<file path="src/rtl/calc_kl_pkg.sv">
// ============================================================================
// Module      : calc_kl_pkg
// Description : Shared position codes, base encoding, widths and FSM states
//               for the k/l interval update stage.
// Revision    : 1.0 - initial release
// ============================================================================
`default_nettype none

package calc_kl_pkg;

    localparam int PARAM_W = 8;
    localparam int POS_W   = 5;
    localparam int ADDR_W  = 12;
    localparam int READ_W  = 2;
    localparam int BASE_W  = 2;
    localparam int ROM_AW  = BASE_W + PARAM_W;

    // Lookup codes are laid out so that position[1:0] is the base
    localparam logic [POS_W-1:0] POS_NONE        = 5'd0;
    localparam logic [POS_W-1:0] POS_STOP_1      = 5'd1;
    localparam logic [POS_W-1:0] POS_STOP_2      = 5'd2;
    localparam logic [POS_W-1:0] POS_A_MATCH     = 5'd4;
    localparam logic [POS_W-1:0] POS_C_MATCH     = 5'd5;
    localparam logic [POS_W-1:0] POS_G_MATCH     = 5'd6;
    localparam logic [POS_W-1:0] POS_T_MATCH     = 5'd7;
    localparam logic [POS_W-1:0] POS_A_SNP       = 5'd8;
    localparam logic [POS_W-1:0] POS_C_SNP       = 5'd9;
    localparam logic [POS_W-1:0] POS_G_SNP       = 5'd10;
    localparam logic [POS_W-1:0] POS_T_SNP       = 5'd11;
    localparam logic [POS_W-1:0] POS_A_INSERTION = 5'd12;
    localparam logic [POS_W-1:0] POS_C_INSERTION = 5'd13;
    localparam logic [POS_W-1:0] POS_G_INSERTION = 5'd14;
    localparam logic [POS_W-1:0] POS_T_INSERTION = 5'd15;
    localparam logic [POS_W-1:0] POS_A_DELETION  = 5'd16;
    localparam logic [POS_W-1:0] POS_C_DELETION  = 5'd17;
    localparam logic [POS_W-1:0] POS_G_DELETION  = 5'd18;
    localparam logic [POS_W-1:0] POS_T_DELETION  = 5'd19;

    typedef enum logic [BASE_W-1:0] {
        BASE_A = 2'b00,
        BASE_C = 2'b01,
        BASE_G = 2'b10,
        BASE_T = 2'b11
    } base_e;

    typedef enum logic [2:0] {
        ST_IDLE = 3'd0,
        ST_RD_K = 3'd1,
        ST_RD_L = 3'd2,
        ST_CALC = 3'd3,
        ST_OUT  = 3'd4
    } state_e;

    function automatic logic is_lookup(input logic [POS_W-1:0] pos);
        return (pos >= POS_A_INSERTION) && (pos <= POS_T_DELETION);
    endfunction

endpackage

`default_nettype wire

</file>
<file path="src/rtl/calc_kl_kl_adder.sv">
// ============================================================================
// Module      : kl_adder
// Description : Combinational k' = C + O_k + 1, l' = C + O_l with a 9-bit
//               compare flagging an empty interval.
// Revision    : 1.0 - initial release
// ============================================================================
`default_nettype none

module kl_adder
    import calc_kl_pkg::*;
(
    input  logic [PARAM_W-1:0] c_i,
    input  logic [PARAM_W-1:0] ok_i,
    input  logic [PARAM_W-1:0] ol_i,
    output logic [PARAM_W-1:0] k_o,
    output logic [PARAM_W-1:0] l_o,
    output logic               empty_o
);

    logic [PARAM_W:0] k_sum;
    logic [PARAM_W:0] l_sum;

    // Carry bit kept so the emptiness test is not fooled by 8-bit wrap
    assign k_sum   = {1'b0, c_i} + {1'b0, ok_i} + 9'd1;
    assign l_sum   = {1'b0, c_i} + {1'b0, ol_i};
    assign empty_o = (k_sum > l_sum);
    assign k_o     = k_sum[PARAM_W-1:0];
    assign l_o     = l_sum[PARAM_W-1:0];

endmodule

`default_nettype wire

</file>
<file path="src/rtl/calc_kl.sv">
// ============================================================================
// Module      : calc_kl
// Description : k/l suffix-interval update using the occurrence ROM for
//               insertion/deletion positions; other positions pass through.
//               Optional macro CALC_KL_SKIP_EMPTY_EN bypasses ROM reads for
//               lookups whose input interval is already empty.
// Revision    : 1.0 - initial release
// ============================================================================
`default_nettype none

module calc_kl
    import calc_kl_pkg::*;
(
    input  logic               clk,
    input  logic               rst,
    input  logic               in_valid,
    output logic               in_ready,
    input  logic [POS_W-1:0]   position,
    input  logic [ADDR_W-1:0]  addr,
    input  logic [PARAM_W-1:0] i_in,
    input  logic [PARAM_W-1:0] z_in,
    input  logic [PARAM_W-1:0] k_in,
    input  logic [PARAM_W-1:0] l_in,
    input  logic [PARAM_W-1:0] d_i_in,
    input  logic [READ_W-1:0]  read_i_in,
    input  logic [PARAM_W-1:0] C_in,
    output logic               ce_rom_O,
    output logic [ROM_AW-1:0]  addr_rom_O,
    input  logic [PARAM_W-1:0] data_rom_O,
    output logic               out_valid,
    input  logic               out_ready,
    output logic [POS_W-1:0]   position_out,
    output logic [ADDR_W-1:0]  addr_out,
    output logic [PARAM_W-1:0] i_out,
    output logic [PARAM_W-1:0] z_out,
    output logic [PARAM_W-1:0] k_out,
    output logic [PARAM_W-1:0] l_out,
    output logic [PARAM_W-1:0] d_i_out,
    output logic [READ_W-1:0]  read_i_out,
    output logic               empty_out
);

    state_e             state_q, state_d;
    logic [POS_W-1:0]   position_q;
    logic [ADDR_W-1:0]  addr_q;
    logic [PARAM_W-1:0] i_q, z_q, k_q, l_q, d_i_q, c_q, ok_q;
    logic [READ_W-1:0]  read_i_q;
    logic               empty_q;

    logic               w_skip;
    logic [BASE_W-1:0]  w_base;
    logic [PARAM_W-1:0] w_k_prev;
    logic [PARAM_W-1:0] w_k_new, w_l_new;
    logic               w_empty_new;

`ifdef CALC_KL_SKIP_EMPTY_EN
    assign w_skip = (k_in > l_in);
`else
    assign w_skip = 1'b0;
`endif

    assign w_base   = position_q[BASE_W-1:0];
    assign w_k_prev = k_q - 8'd1;

    kl_adder u_kl_adder (
        .c_i     (c_q),
        .ok_i    (ok_q),
        .ol_i    (data_rom_O),
        .k_o     (w_k_new),
        .l_o     (w_l_new),
        .empty_o (w_empty_new)
    );

    always_ff @(posedge clk) begin
        if (rst) begin
            state_q <= ST_IDLE;
        end else begin
            state_q <= state_d;
        end
    end

    always_comb begin
        state_d    = state_q;
        in_ready   = 1'b0;
        ce_rom_O   = 1'b0;
        addr_rom_O = '0;
        out_valid  = 1'b0;
        case (state_q)
            ST_IDLE: begin
                in_ready = 1'b1;
                if (in_valid) begin
                    state_d = (is_lookup(position) && !w_skip) ? ST_RD_K : ST_OUT;
                end
            end
            ST_RD_K: begin
                // O(base,-1) is defined as 0, so k==0 needs no ROM read
                if (k_q != '0) begin
                    ce_rom_O   = 1'b1;
                    addr_rom_O = {w_base, w_k_prev};
                end
                state_d = ST_RD_L;
            end
            ST_RD_L: begin
                ce_rom_O   = 1'b1;
                addr_rom_O = {w_base, l_q};
                state_d    = ST_CALC;
            end
            ST_CALC: begin
                state_d = ST_OUT;
            end
            ST_OUT: begin
                out_valid = 1'b1;
                if (out_ready) begin
                    state_d = ST_IDLE;
                end
            end
            default: begin
                state_d = ST_IDLE;
            end
        endcase
        if (rst) begin
            state_d    = ST_IDLE;
            in_ready   = 1'b0;
            ce_rom_O   = 1'b0;
            addr_rom_O = '0;
            out_valid  = 1'b0;
        end
    end

    always_ff @(posedge clk) begin
        if (rst) begin
            position_q <= '0;
            addr_q     <= '0;
            i_q        <= '0;
            z_q        <= '0;
            k_q        <= '0;
            l_q        <= '0;
            d_i_q      <= '0;
            read_i_q   <= '0;
            c_q        <= '0;
            ok_q       <= '0;
            empty_q    <= 1'b0;
        end else begin
            if ((state_q == ST_IDLE) && in_valid) begin
                position_q <= position;
                addr_q     <= addr;
                i_q        <= i_in;
                z_q        <= z_in;
                k_q        <= k_in;
                l_q        <= l_in;
                d_i_q      <= d_i_in;
                read_i_q   <= read_i_in;
                c_q        <= C_in;
                empty_q    <= (k_in > l_in);
            end
            if (state_q == ST_RD_L) begin
                ok_q <= (k_q == '0) ? '0 : data_rom_O;
            end
            if (state_q == ST_CALC) begin
                k_q     <= w_k_new;
                l_q     <= w_l_new;
                empty_q <= w_empty_new;
            end
        end
    end

    assign position_out = position_q;
    assign addr_out     = addr_q;
    assign i_out        = i_q;
    assign z_out        = z_q;
    assign k_out        = k_q;
    assign l_out        = l_q;
    assign d_i_out      = d_i_q;
    assign read_i_out   = read_i_q;
    assign empty_out    = empty_q;

endmodule

`default_nettype wire

</file>
<file path="config.mk">
export PLATFORM = sky130hd
export DESIGN_NAME = calc_kl
export DESIGN_NICKNAME = d
export VERILOG_FILES = /design/src/rtl/calc_kl_pkg.sv /design/src/rtl/calc_kl_kl_adder.sv /design/src/rtl/calc_kl.sv
export SDC_FILE = /design/constraint.sdc
export NUM_CORES = 1
export LEC_CHECK = 0
export ABC_AREA = 1
export CAP_MARGIN = 10
export CELL_PAD_IN_SITES_DETAIL_PLACEMENT = 0
export CELL_PAD_IN_SITES_GLOBAL_PLACEMENT = 1
export CORE_UTILIZATION = 32
export CTS_CLUSTER_SIZE = 28
export DETAILED_ROUTE_END_ITERATION = 8
export HOLD_SLACK_MARGIN = 0.12
export PLACE_DENSITY = 0.9
export RECOVER_POWER = 50
export SLEW_MARGIN = 25
export SYNTH_ARGS = -nofsm -noshare
export SYNTH_HDL_FRONTEND = slang
export SYNTH_SLANG_ARGS = --single-unit
</file>
<file path="constraint.sdc">
create_clock -name clk -period 3.5 [get_ports clk]
set_input_delay 0.525 -clock clk [delete_from_list [all_inputs] [get_ports clk]]
set_output_delay 0.525 -clock clk [all_outputs]
set_load 0.005 [all_outputs]
</file>
Yosys cells after proc, flatten, opt, wreduce, memory -nomap -nowiden --
Index checks and enable logic that the tools add are counted.
Word-level totals: latch bits 0, memories kept 0, RAM bits 0, bits in read-only memories 0, input bits 79, flip-flop bits (word level) 79, output and inout bits 73
Cells by class: equality and inequality tests 6, shifts and indexed selects 0, divide/modulo/power cells 0, multiplexer cells 21, magnitude comparators 4, $add $sub $neg 4, multipliers 0, bitwise gates (word level) 0, reduce and logical (&&, ||, !) cells 7
Operator list (count):
- $mux W8 | 5
- $mux W10 | 2
- $pmux W10 S2 | 1
- $add A8 B8 Y9 | 2
- $pmux W3 S5 | 1
- $add A9 B1 Y9 const B | 1
- $gt A9 B9 Y1 | 1
- $mux W3 | 3
- $gt A8 B8 Y1 | 1
- $logic_not A8 Y1 | 1
- $mux W1 | 8
- $reduce_bool A8 Y1 | 1
- $sub A8 B1 Y8 const B | 1
- $eq A3 B2 Y1 const B | 2
- $ge A5 B4 Y1 const B | 1
- $le A5 B5 Y1 const B | 1
- $ne A2 B2 Y1 const B | 2
- $eq A3 B1 Y1 const B | 1
- $eq A3 B3 Y1 const B | 1
- $logic_not A3 Y1 | 1
- $logic_and A1 B1 Y1 | 2
- $pmux W1 S2 | 1
- $reduce_and A2 Y1 | 1
- $reduce_bool A2 Y1 | 1

Depth between registers and ports, before layout --
Gate-level depths: netlist of the first run.
word-level depth 5, depth in mapped cells 19

Cells and area by module --
From an unflattened synthesis of the first run, not the netlist that was laid out.
Unflattened totals: cells, all modules 635, area total of the unflattened synthesis 4405.5 µm²
By module, submodules not included:
- calc_kl | instances 1, area each 3448.3 µm², cells each 473
- kl_adder | instances 1, area each 957.2 µm², cells each 162

Worst setup path before layout of the first run --
OpenSTA, ideal clock, no wires.
path kind input to register, start point in data_rom_O[0], end point reg empty_q, in the netlist empty_out, stages on the path 18, path buffers 0, slack 0.853 ns, data required time 3.390 ns, setup time 0.110 ns, data arrival time 2.537 ns, cell sequence ha_1 -> inv_1 -> fa_1 -> o21ai_0 -> nand2_1 -> nand2_1 -> nand2_1 -> and2_1 -> ha_1 -> nand2_1 -> nor2_1 -> nand4_1 -> nand2_1 -> inv_1 -> nand2_1 -> nand3_1 -> nand2_1 -> inv_1
Between the ends: cells in the longest elaborated chain, start to end 3
Ends and longest elaborated chain:
- start: declaration | RTL line calc_kl.sv:29 | input logic [PARAM_W-1:0] data_rom_O,
- $add A8 B8 Y9 | RTL line calc_kl_kl_adder.sv:25 | assign l_sum = {1'b0, c_i} + {1'b0, ol_i};
- $gt A9 B9 Y1 | RTL line calc_kl_kl_adder.sv:26 | assign empty_o = (k_sum > l_sum);
- $mux W1 | RTL line calc_kl.sv:159 | if (state_q == ST_CALC) begin
- end signal: assignment | RTL line calc_kl.sv:154 | empty_q <= (k_in > l_in);
- end signal: assignment | RTL line calc_kl.sv:162 | empty_q <= w_empty_new;
- end: declaration | RTL line calc_kl.sv:48 | logic empty_q;
Every way passes these cells. A chain may end at the register's enable or synchronous reset.

Final worst setup path of the first run --
start point reg k_q[0], in the netlist k_out[0], end point out addr_rom_O[1]
Between the ends: cells in the longest elaborated chain, start to end 4, elaborated cells on any way between the ends 5, classes of those cells add/sub (1); mux (3); reduce/logical (1)
Ends and longest elaborated chain:
- start: declaration | RTL line calc_kl.sv:46 | logic [PARAM_W-1:0] i_q, z_q, k_q, l_q, d_i_q, c_q, ok_q;
- start signal: assignment | RTL line calc_kl.sv:149 | k_q <= k_in;
- start signal: assignment | RTL line calc_kl.sv:160 | k_q <= w_k_new;
- $sub A8 B1 Y8 or $reduce_bool A8 Y1 (tied branches) | RTL line calc_kl.sv:63, calc_kl.sv:97
- $mux W10 * | RTL line calc_kl.sv:97 | if (k_q != '0) begin
- $pmux W10 S2 * | RTL line calc_kl.sv:88 | case (state_q)
- $mux W10 * | RTL line calc_kl.sv:121 | if (rst) begin
- end: declaration | RTL line calc_kl.sv:28 | output logic [ROM_AW-1:0] addr_rom_O,
Mark *: on every way between the ends. The rest lies on a longest branch, timed or not.

==> results of run 1 <==
==> critical path: stages, from the launching register on <==
cell	delay (ns)
dfxtp_1	0.34
inv_1	0.09
ha_1	0.22
nand4_2	0.25
nand2_1	0.28
or2_2	0.36
a21oi_1	0.13
clkdlybuf4s50_1	0.54
==> state kept, by name (all words and copies together), names as in the netlist, 5 cells and up <==
| name | cells |
|---|---|
| i_out | 8 |
| addr_out | 12 |
| k_out | 8 |
| c_q | 8 |
| ok_q | 8 |
| z_out | 8 |
| d_i_out | 8 |
| position_out | 5 |
| l_out | 8 |
==> synthesized netlist by cell type, types with 2 or more instances <==
cell type / number
a211oi_1: 2
a21o_1: 3
a21oi_1: 93
a31oi_1: 5
and2_1: 2
buf_2: 8
buf_4: 4
buf_6: 2
clkbuf_1: 11
dfxtp_1: 79
fa_1: 2
ha_1: 35
inv_1: 74
inv_2: 3
nand2_1: 203
nand2_2: 3
nand3_1: 22
nand3b_1: 5
nand4_1: 4
nor2_1: 35
nor3_1: 3
o21ai_0: 18
o21ai_1: 2
o21bai_1: 2
o22ai_1: 3
xnor2_1: 4
xor2_1: 4
==> metrics by stage <==
| step | util, % | power [W] | cell area (um^2) | hold slack, ns | worst slack [ns] |
|---|---|---|---|---|---|
| 4_1_cts | 47.83 | 0.003193 | 6385 | 0.4644 | 0.3862 |
| 6_report | 47.81 | 0.003124 | 6381 | 0.4612 | 0.4111 |
| 5_1_grt | 47.81 | 0.003340 | 6381 | 0.4826 | 0.1451 |
| 2_1_floorplan | - | 0.001688 | 4408 | 0.4409 | 0.8534 |
| 3_3_place_gp | 45.29 | 0.002110 | 6046 | 0.4515 | 0.1318 |
| 3_5_place_dp | 45.29 | 0.002117 | 6046 | 0.4550 | 0.09698 |
==> routing by layer <==
layer,part of all wire [%],vias up,wire length (um)
met3,6.5,14,848
met5,0,-,0
met1,45,2036,5945
met4,1.9,0,252
met2,46,120,6094
li1,-,2356,-
==> worst paths after layout <==
kind / startpoint / endpoint / slack, ns / cells after the start
max reg2reg: c_q[0]$_SDFFE_PP0P_ / empty_out$_SDFFE_PP0P_ / 0.78 / 18
max: k_out[0]$_SDFFE_PP0P_ / addr_rom_O[1] / 0.41 / 7
min reg2reg: addr_out[0]$_SDFFE_PP0P_ / addr_out[0]$_SDFFE_PP0P_ / 0.46 / 2
min: addr_out[0]$_SDFFE_PP0P_ / addr_out[0]$_SDFFE_PP0P_ / 0.46 / 2
==> placed cells by master, fill, tap and decap left out, drive strengths merged, types with 5 or more instances in the layout <==
cell type,synthesis,layout
a31oi,5,5
clkdlybuf4s50,0,89
inv,77,79
dfxtp,79,79
dlygate4sd3,0,61
nand4,5,5
o21ai,20,20
nand2,207,207
nand3b,5,5
nand3,22,22
ha,35,35
buf,14,6
a21oi,94,94
nor2,36,36
clkbuf,11,12
==> power groups by stage <==
stage | clock, W | combinational, W | sequential (W)
detailed placement | 0 | 0.00102 | 0.00110
global placement | 0 | 0.00101 | 0.00110
finish | 0.00106 | 0.000990 | 0.00108
global route | 0.00113 | 0.00112 | 0.00109
floorplan | 0 | 0.000594 | 0.00109
CTS | 0.00109 | 0.00103 | 0.00108
==> area by class of cell <==
type | count | area [um^2] | share of cell area (%)
inverter | 77 | 289.0 | 4.529
clock buffer | 11 | 252.7 | 3.961
clock inverter | 5 | 86.33 | 1.353
timing repair buffer | 157 | 1548 | 24.25
sequential | 79 | 1582 | 24.78
tap | 176 | 220.2 | 3.451
multi-input combinational | 459 | 2404 | 37.67
==> cell families (layout without fill, tap and decap cells) <==
kind of cell / Yosys count / after routing / share of synthesized area [%]
simple gates: 282 / 282 / 26.20
compound gates: 132 / 132 / 15.90
buf+inv: 102 / 250 / 9.594
flops: 79 / 79 / 35.88
xor+xnor: 8 / 8 / 1.589
fa+ha+maj: 37 / 37 / 10.84
==> flow_summary.json, run 1 <==
{
  "p_switching_w": 0.001003,
  "nets": 899,
  "core_region_area_mm2": 0.01335,
  "syn_nets": 756,
  "die_area_mm2": 0.01425,
  "p_comb_share_pct": 31.7,
  "maxCapViolCount": 0,
  "clk_latency_ns": 0.34,
  "async_flop_share_pct": 0,
  "clockRootBuffer": "clkbuf_16",
  "synthTopCellsByArea": "dfxtp_1, nand2_1, a21oi_1",
  "cp-end-kind": "primary output",
  "path_clk_slew_ns": 0.06,
  "min_period_ns": 3.089,
  "clock_path_buffers": 2,
  "grt_pass1_vias": 4340,
  "placedCellCount": 948,
  "cts_setup_buffers": 0,
  "tightest_slew_ns": 1.067,
  "post-route-period-util_pct": 88.25,
  "drv_slew": 0,
  "fp.dieW_um": 119.4,
  "die_h_um": 119.4,
  "grt_max_degree": 38,
  "antenna_left": 0,
  "tritoncts.num_buffers": 9,
  "busiest_layer": "met2",
  "route.vias.total": 4526,
  "synth_edf_count": 0,
  "dr.pass1.iters": 5,
  "cts_tree": "built",
  "max-slew-margin-rel_pct": 28.81,
  "cp.arrival_ns": 2.56,
  "drt_iter0_drc": 216,
  "std_cell_rows": 42,
  "ys_types": 36,
  "finalSetupViolCount": 0,
  "dpl.hpwl_mm": 9.814,
  "internal_power_w": 0.002121,
  "setup.worst_path.class": "reg2out",
  "netlist_instances": 640,
  "rsz0062_at_grt": "no",
  "wire_per_inst_um": 13.63,
  "cts.sink_count": 79,
  "ios": 152,
  "start_kind": "flop",
  "met1_usage_pct": 24.06,
  "clock_skew_ns": 0.008420,
  "io_buffers": 151,
  "use_met2_pct": 31.87,
  "p_per_area_mw_per_mm2": 489.5,
  "sequentialPowerShare_pct": 34.4,
  "antenna_found_initial": 0,
  "grt_usage_pct": 19.32,
  "synth_seq_area_share_pct": 35.88,
  "syn_area_per_cell_um2": 6.887,
  "viasPerCell": 4.695,
  "p_sw_share_pct": 32.11,
  "ir_worst_vdd_uv": 238.9,
  "layout-drive-gt1-share_pct": 4.061,
  "holdBufCountCts": 0,
  "tns_ns": 0,
  "ys_warn_count": 0,
  "p_clk_share_pct": 33.9,
  "drc": 0,
  "cts_resized": 0,
  "status": "finished clean",
  "synthFlopType": "dfxtp_1",
  "synth_top_cell_area_share_pct": 35.88,
  "globalRouteMet3Util_pct": 4.933,
  "initial_core_util_pct": 33.02,
  "instances_no_fill": 964,
  "ys_ff_latch": 79,
  "crit_fanout": 9,
  "required_ns": 2.97,
  "clock.fmax_mhz": 323.7,
  "antenna_cells": 0,
  "hold_path.class": "reg2reg",
  "syn_to_final_growth_pct": 44.76,
  "drt_wl_total_mm": 13.14,
  "gp_congestion": 0.9015,
  "globalRoute.totalOverflow": 0,
  "syn-cell-area_mm2": 0.004408,
  "synth_top_area_cell": "dfxtp_1",
  "fill_cells": 1388,
  "finalHoldViolCount": 0,
  "p_leak_nw": 2.977,
  "h-tree-depth": 3,
  "grt_pass1_wl_mm": 21.62
}
Power figures use the tool's default switching activity.
==> inputs of run 2 (changes only) <==
--- a/config.mk
+++ b/config.mk
@@ -5,7 +5,7 @@
 export SDC_FILE = /design/constraint.sdc
 export NUM_CORES = 1
 export LEC_CHECK = 0
-export ABC_AREA = 1
+export ABC_AREA = 0
 export CAP_MARGIN = 10
 export CELL_PAD_IN_SITES_DETAIL_PLACEMENT = 0
 export CELL_PAD_IN_SITES_GLOBAL_PLACEMENT = 1
@@ -13,7 +13,7 @@
 export CTS_CLUSTER_SIZE = 28
 export DETAILED_ROUTE_END_ITERATION = 8
 export HOLD_SLACK_MARGIN = 0.12
-export PLACE_DENSITY = 0.9
+export PLACE_DENSITY = 0.88
 export RECOVER_POWER = 50
 export SLEW_MARGIN = 25
 export SYNTH_ARGS = -nofsm -noshare
==> flow_summary.json, run 2 <==
{
  "status": "finished, violations left",
  "violations": "capacitance limit, slew limit",
  "cp_slowest_stage_delay_ns": 0.48,
  "min_period_ns": 3.268,
  "synthFlopType": "dfxtp_1",
  "dpl.hpwl_mm": 9.540,
  "setup_slack_ns": 0.2324,
  "worstHoldStart": "d_i_out[5]$_SDFFE_PP0P_",
  "rsz0062_at_grt": "no",
  "largest_reg_flops": 12,
  "hold_path.class": "reg2reg",
  "cts_tree": "built",
  "netlist_instances": 533,
  "clock_path_buffers": 2,
  "worst_path_most_repeated_cell": "ha_1",
  "antenna_left": 0,
  "synth-simple-area-share_pct": 23.02,
  "layout_commonest_cell": "nand2_1",
  "dr.pass1.iters": 4,
  "timing.reg2reg.setup_slack_ns": 0.40,
  "die_area_mm2": 0.01368,
  "clk_latency_ns": 0.34,
  "ys_types": 51,
  "min_path_cells": 2,
  "synth_edf_count": 0,
  "grt_pass1_wl_mm": 19.56,
  "drc": 0,
  "cts_resized": 0,
  "holdBufCountCts": 0,
  "syn_to_final_growth_pct": 47.56,
  "grt_usage_pct": 18.57,
  "antenna_found_initial": 0,
  "yosys.area_share.xor_xnor_pct": 3.107,
  "syn_nets": 649,
  "synth_top_cell_area_share_pct": 37.41,
  "drv_slew": 34,
  "cp-startpoint": "data_rom_O[0]",
  "tightest_slew_ns": 1.556,
  "globalRoute.totalOverflow": 0,
  "finish.utilization_pct": 48.84,
  "placedCellCount": 841,
  "core_region_area_mm2": 0.01277,
  "io_buffers": 151,
  "fp.dieW_um": 116.9,
  "crit_fanout": 5,
  "synth_compound_area_share_pct": 20.24,
  "clock_skew_ns": 0.008070,
  "required_ns": 3.70,
  "post-route-period-util_pct": 93.36,
  "cpLargestDelayFamily": "compound AO/OA/AOI/OAI gates",
  "viasPerCell": 4.877,
  "maxCapViolCount": 1,
  "synth_seq_area_share_pct": 37.41,
  "synth_top_family_by_area": "simple AND/OR/NAND/NOR gates",
  "synth_most_common_cell": "nand2_1",
  "finalHoldViolCount": 0,
  "ys_warn_count": 0,
  "path_clk_slew_ns": 0.07,
  "instances_no_fill": 857,
  "crit_chain": "clkdlybuf4s50_1, ha_1, inv_1, fa_1, nor2b_1, o21ai_0, a21boi_1, buf_4, o31ai_2, o2bb2ai_1, ha_1, nand4_1, nor2_1, and2_1, o41ai_1, a31oi_1",
  "start_kind": "input pin",
  "die_h_um": 116.9,
  "cp.arrival_ns": 3.46,
  "cts.sink_count": 79,
  "gp_congestion": 0.8373,
  "path_buf_inv": 3,
  "cts_setup_buffers": 0,
  "nets": 796,
  "p_per_area_mw_per_mm2": 422.9,
  "clockRootBuffer": "clkbuf_16",
  "max-slew-margin-rel_pct": -3.736,
  "ios": 152,
  "min_to": "d_i_out[5]$_SDFFE_PP0P_",
  "initial_core_util_pct": 33.10,
  "clock.fmax_mhz": 306.0,
  "drt_iter0_drc": 239,
  "cp-end-kind": "flop",
  "ys_ff_latch": 79,
  "rr_endpoint": "empty_out$_SDFFE_PP0P_",
  "synth_top_area_cell": "dfxtp_1",
  "antenna_cells": 0,
  "worstRegToRegCells": 14,
  "synthTopCellsByCount": "nand2_1, dfxtp_1, a21oi_1",
  "ir_worst_vdd_uv": 195.1,
  "layout-drive-gt1-share_pct": 5.547,
  "setup.worst_path.class": "in2reg",
  "drt_wl_total_mm": 12.37,
  "synth_mux_area_share_pct": 0.4735,
  "final_cell_mix": "nand2_1, clkdlybuf4s50_1, dfxtp_1, a21oi_1, dlygate4sd3_1",
  "finalSetupViolCount": 0,
  "syn_area_per_cell_um2": 7.932,
  "critPathSlowestCell": "clkdlybuf4s50_1",
  "synthTopCellsByArea": "dfxtp_1, nand2_1, ha_1",
  "wire_per_inst_um": 14.44,
  "grt_max_degree": 61,
  "std_cell_rows": 41,
  "async_flop_share_pct": 0,
  "syn-cell-area_mm2": 0.004228,
  "route.vias.total": 4180,
  "p_leak_nw": 2.563,
  "grt_pass1_vias": 4030,
  "pre_cts_ws_ns": -0.1592,
  "h-tree-depth": 3,
  "synth_fa_ha_area_share_pct": 11.31,
  "timing.rr.start": "c_q[0]$_SDFFE_PP0P_",
  "tritoncts.num_buffers": 9
}
[run 2: cell count changes after synthesis, sizes merged, moves of 5 or more]
cell | previous run | this run
nand2 | 207 | 118
inv | 77 | 19
a21oi | 94 | 70
a22oi | 0 | 23
nand3 | 22 | 3
clkbuf | 11 | 22
o21ai | 20 | 9
nor2 | 36 | 45
buf | 14 | 7
nand2b | 0 | 6
nor2b | 0 | 5
nor3 | 3 | 8
o21a | 1 | 6
[run 2: worst min-delay path, stage by stage (launching register included)]
cell     delay, ns
dfxtp_1       0.31
nand2_1       0.05
a21oi_1       0.05
[run 2: routing by layer]
| layer | up-vias | share of wire [%] | track usage (%) | wire length (um) |
|---|---|---|---|---|
| li1 | 2147 | - | - | - |
| met1 | 1906 | 47 | 24.36 | 5779 |
| met2 | 119 | 47 | 30.81 | 5779 |
| met3 | 8 | 5.7 | 3.656 | 701 |
| met4 | 0 | 0.91 | 5.654 | 112 |
| met5 | - | 0 | 0 | 0 |
[run 2: where the power goes]
part,leakage (nW),internal (W),switching (W)
Clock,0.149,0.000576,0.000385
Sequential,0.648,0.000971,0.0000576
Combinational,1.77,0.000336,0.000313
Total,2.56,0.00188,0.000755
[run 2: layout make-up]
class	count	area (um^2)
repair buffers	165	1605
inverters	19	71.32
well taps	172	215.2
fillers	1247	6535
clock inverters	6	68.82
clock buffers	10	239.0
flip-flops and latches	79	1582
multi-input cells	406	2457
[run 2: kinds of logic after synthesis]
| kind of cell | count (synthesis) |
|---|---|
| muxes | 2 |
| DFF | 79 |
| adders and majority gates | 37 |
| buffers and inverters | 48 |
| AOI/OAI and AO/OA | 137 |
| and+or+nand+nor | 215 |
| xor gates and xnor gates | 15 |
[run 2: how the worst max path moves through the flow]
stage	endpoint	slack (ns)	depth (start not counted)
finish	empty_out$_SDFFE_PP0P_	0.23	16
global placement	empty_out$_SDFFE_PP0P_	-0.03	16
detailed placement	empty_out$_SDFFE_PP0P_	-0.16	16
floorplan	empty_out$_SDFFE_PP0P_	0.43	14
CTS	empty_out$_SDFFE_PP0P_	0.19	16
global route	empty_out$_SDFFE_PP0P_	0.03	16
[run 2: through the flow]
| step | instance area (um^2) | hold WS, ns | power, W | setup TNS (ns) |
|---|---|---|---|---|
| 6_report | 6238 | 0.4499 | 0.002638 | 0 |
| 5_1_grt | 6238 | 0.4707 | 0.002800 | 0 |
| 4_1_cts | 6255 | 0.4544 | 0.002695 | 0 |
| 3_5_place_dp | 5947 | 0.4476 | 0.001730 | -0.1592 |
| 3_3_place_gp | 5947 | 0.4421 | 0.001711 | -0.03082 |
| 2_1_floorplan | 4228 | 0.4527 | 0.001396 | 0 |
==> inputs of run 3 (changes only) <==
--- a/config.mk
+++ b/config.mk
@@ -9,11 +9,11 @@
 export CAP_MARGIN = 10
 export CELL_PAD_IN_SITES_DETAIL_PLACEMENT = 0
 export CELL_PAD_IN_SITES_GLOBAL_PLACEMENT = 1
-export CORE_UTILIZATION = 32
+export CORE_UTILIZATION = 29
 export CTS_CLUSTER_SIZE = 28
 export DETAILED_ROUTE_END_ITERATION = 8
 export HOLD_SLACK_MARGIN = 0.12
-export PLACE_DENSITY = 0.88
+export PLACE_DENSITY = 0.85
 export RECOVER_POWER = 50
 export SLEW_MARGIN = 25
 export SYNTH_ARGS = -nofsm -noshare
==> constraint.sdc (replaced) <==
create_clock -name clk -period 2.65 [get_ports clk]
set_input_delay 0.3975 -clock clk [delete_from_list [all_inputs] [get_ports clk]]
set_output_delay 0.3975 -clock clk [all_outputs]
set_load 0.005 [all_outputs]
==> flow_summary.json, run 3 (synthesized netlist as in run 2, its figures left out) <==
{
  "ios": 152,
  "antenna_cells": 0,
  "grt_pass1_wl_mm": 21.49,
  "io_buffers": 151,
  "start_kind": "flop",
  "die_h_um": 122.7,
  "layout_commonest_cell": "nand2_1",
  "viasPerCell": 4.958,
  "violations": "setup timing",
  "finalHoldViolCount": 0,
  "maxCapViolCount": 0,
  "grt_usage_pct": 18.41,
  "layout-drive-gt1-share_pct": 14.70,
  "largest_reg_flops": 12,
  "grt_max_degree": 80,
  "dpl.hpwl_mm": 9.839,
  "std_cell_rows": 43,
  "finish.utilization_pct": 47.59,
  "required_ns": 2.84,
  "drt_wl_total_mm": 13.41,
  "setup_slack_ns": -0.2070,
  "status": "finished, violations left",
  "p_leak_nw": 2.841,
  "core_region_area_mm2": 0.01404,
  "cts.sink_count": 79,
  "min_to": "z_out[2]$_SDFFE_PP0P_",
  "post-route-period-util_pct": 107.8,
  "antenna_left": 0,
  "pre_cts_ws_ns": -0.7247,
  "drv_slew": 0,
  "worstHoldStart": "rst",
  "gp_congestion": 0.8608,
  "p_sw_share_pct": 27.33,
  "cp.arrival_ns": 3.04,
  "rr_endpoint": "empty_out$_SDFFE_PP0P_",
  "cp-end-kind": "flop",
  "nets": 839,
  "clock.fmax_mhz": 350.0,
  "final_cell_mix": "nand2_1, dfxtp_1, clkdlybuf4s50_1, a21oi_1, dlygate4sd3_1",
  "p_comb_share_pct": 26.7,
  "hold_path.class": "in2reg",
  "syn_to_final_growth_pct": 58.06,
  "p_per_area_mw_per_mm2": 570.7,
  "drt_iter0_drc": 202,
  "clock_skew_ns": 0.005315,
  "drc": 0,
  "wire_per_inst_um": 14.77,
  "h-tree-depth": 3,
  "tns_ns": -0.2070,
  "initial_core_util_pct": 30.11,
  "globalRoute.totalOverflow": 0,
  "fp.dieW_um": 122.7,
  "timing.reg2reg.setup_slack_ns": -0.21,
  "route.vias.total": 4502,
  "cts_tree": "built",
  "crit_fanout": 3,
  "tightest_slew_ns": 0.8412,
  "clk_latency_ns": 0.34,
  "clockRootBuffer": "clkbuf_16",
  "fill_cells": 1338,
  "min_period_ns": 2.857,
  "internal_power_w": 0.002771,
  "p_clk_share_pct": 38.0,
  "rsz0062_at_grt": "yes",
  "finalSetupViolCount": 1,
  "worstRegToRegCells": 14,
  "die_area_mm2": 0.01507,
  "min_path_cells": 2,
  "sequentialPowerShare_pct": 35.3,
  "antenna_found_initial": 0,
  "clock_path_buffers": 2,
  "setup.worst_path.class": "reg2reg",
  "path_clk_slew_ns": 0.06,
  "max-slew-margin-rel_pct": 43.92,
  "dr.pass1.iters": 6,
  "grt_pass1_vias": 4492,
  "p_switching_w": 0.001042,
  "tritoncts.num_buffers": 9,
  "timing.rr.start": "ok_q[0]$_SDFFE_PP0N_",
  "ir_worst_vdd_uv": 240.1
}
==> run 3: cell count changes in the layout (fill, tap and decap cells not counted), moves of 3 or more <==
cell	previous run	this run
buf_4	12	52
clkdlybuf4s50_1	89	76
clkbuf_2	1	10
dlygate4sd2_1	0	4
ha_1	35	32
inv_1	19	16
inv_2	0	3
==> run 3: worst max-delay path by stage <==
| stage | endpoint | slack (ns) | startpoint | cells after the start |
|---|---|---|---|---|
| floorplan | empty_out$_SDFFE_PP0P_ | 0.02 | data_rom_O[0] | 14 |
| global placement | empty_out$_SDFFE_PP0P_ | -0.61 | data_rom_O[0] | 15 |
| CTS | empty_out$_SDFFE_PP0P_ | -0.23 | c_q[0]$_SDFFE_PP0P_ | 13 |
| finish | empty_out$_SDFFE_PP0P_ | -0.21 | ok_q[0]$_SDFFE_PP0N_ | 14 |
| global route | empty_out$_SDFFE_PP0P_ | -0.38 | c_q[0]$_SDFFE_PP0P_ | 15 |
| detailed placement | empty_out$_SDFFE_PP0P_ | -0.72 | data_rom_O[0] | 15 |
==> run 3: layout make-up <==
type	count	area, um^2	area share (%)
multi-input cells	406	2565	38.38
clock buffers	11	242.7	3.632
flip-flops and latches	79	1583	23.68
clock inverters	5	105.1	1.573
inverters	19	71.32	1.067
repair buffers	208	1891	28.29
well taps	180	225.2	3.370
==> run 3: metrics by stage <==
stage	hold slack [ns]	cells	total power [W]	cell area [um^2]
finish	0.3684	908	0.003814	6683
global route	0.3863	908	0.004027	6683
CTS	0.3544	907	0.003880	6699
detailed placement	0.4496	886	0.002384	6266
global placement	0.4410	886	0.002356	6266
floorplan	0.4527	533	0.001848	4247
==> run 3: layer usage <==
metal | vias up | global-route usage (%) | wire, um
met5 | - | 0 | 0
met4 | 0 | 6.174 | 201
met3 | 14 | 3.996 | 922
met2 | 154 | 30.79 | 6211
met1 | 2089 | 23.29 | 6078
li1 | 2245 | - | -
==> run 3: worst max-delay path, cell delays in order (launching register included) <==
cell	delay, ns
dfxtp_1	0.31
inv_1	0.06
ha_2	0.19
fa_2	0.24
nor2b_4	0.05
o31a_1	0.28
o31a_1	0.30
o21ai_1	0.14
nand2b_1	0.07
ha_1	0.29
nand4_1	0.10
nor2_1	0.06
and2_1	0.14
o41ai_2	0.34
a31oi_1	0.12
==> run 3: timing repair <==
| item | 4_1_cts | 5_1_grt |
|---|---|---|
| buffers inserted | 6 | 1 |
| endpoints found under the setup margin | 12 | 11 |
| hold buffers | 0 | 0 |
| gates resized for setup | 31 | 22 |
| pin swaps | 21 | 16 |
==> run 3: power by group through the flow <==
stage	Sequential (W)	Clock, W	Combinational (W)
floorplan	0.00137	0	0.000475
global placement	0.00137	0	0.000987
detailed placement	0.00137	0	0.00101
CTS	0.00135	0.00149	0.00104
global route	0.00136	0.00154	0.00113
finish	0.00135	0.00145	0.00102
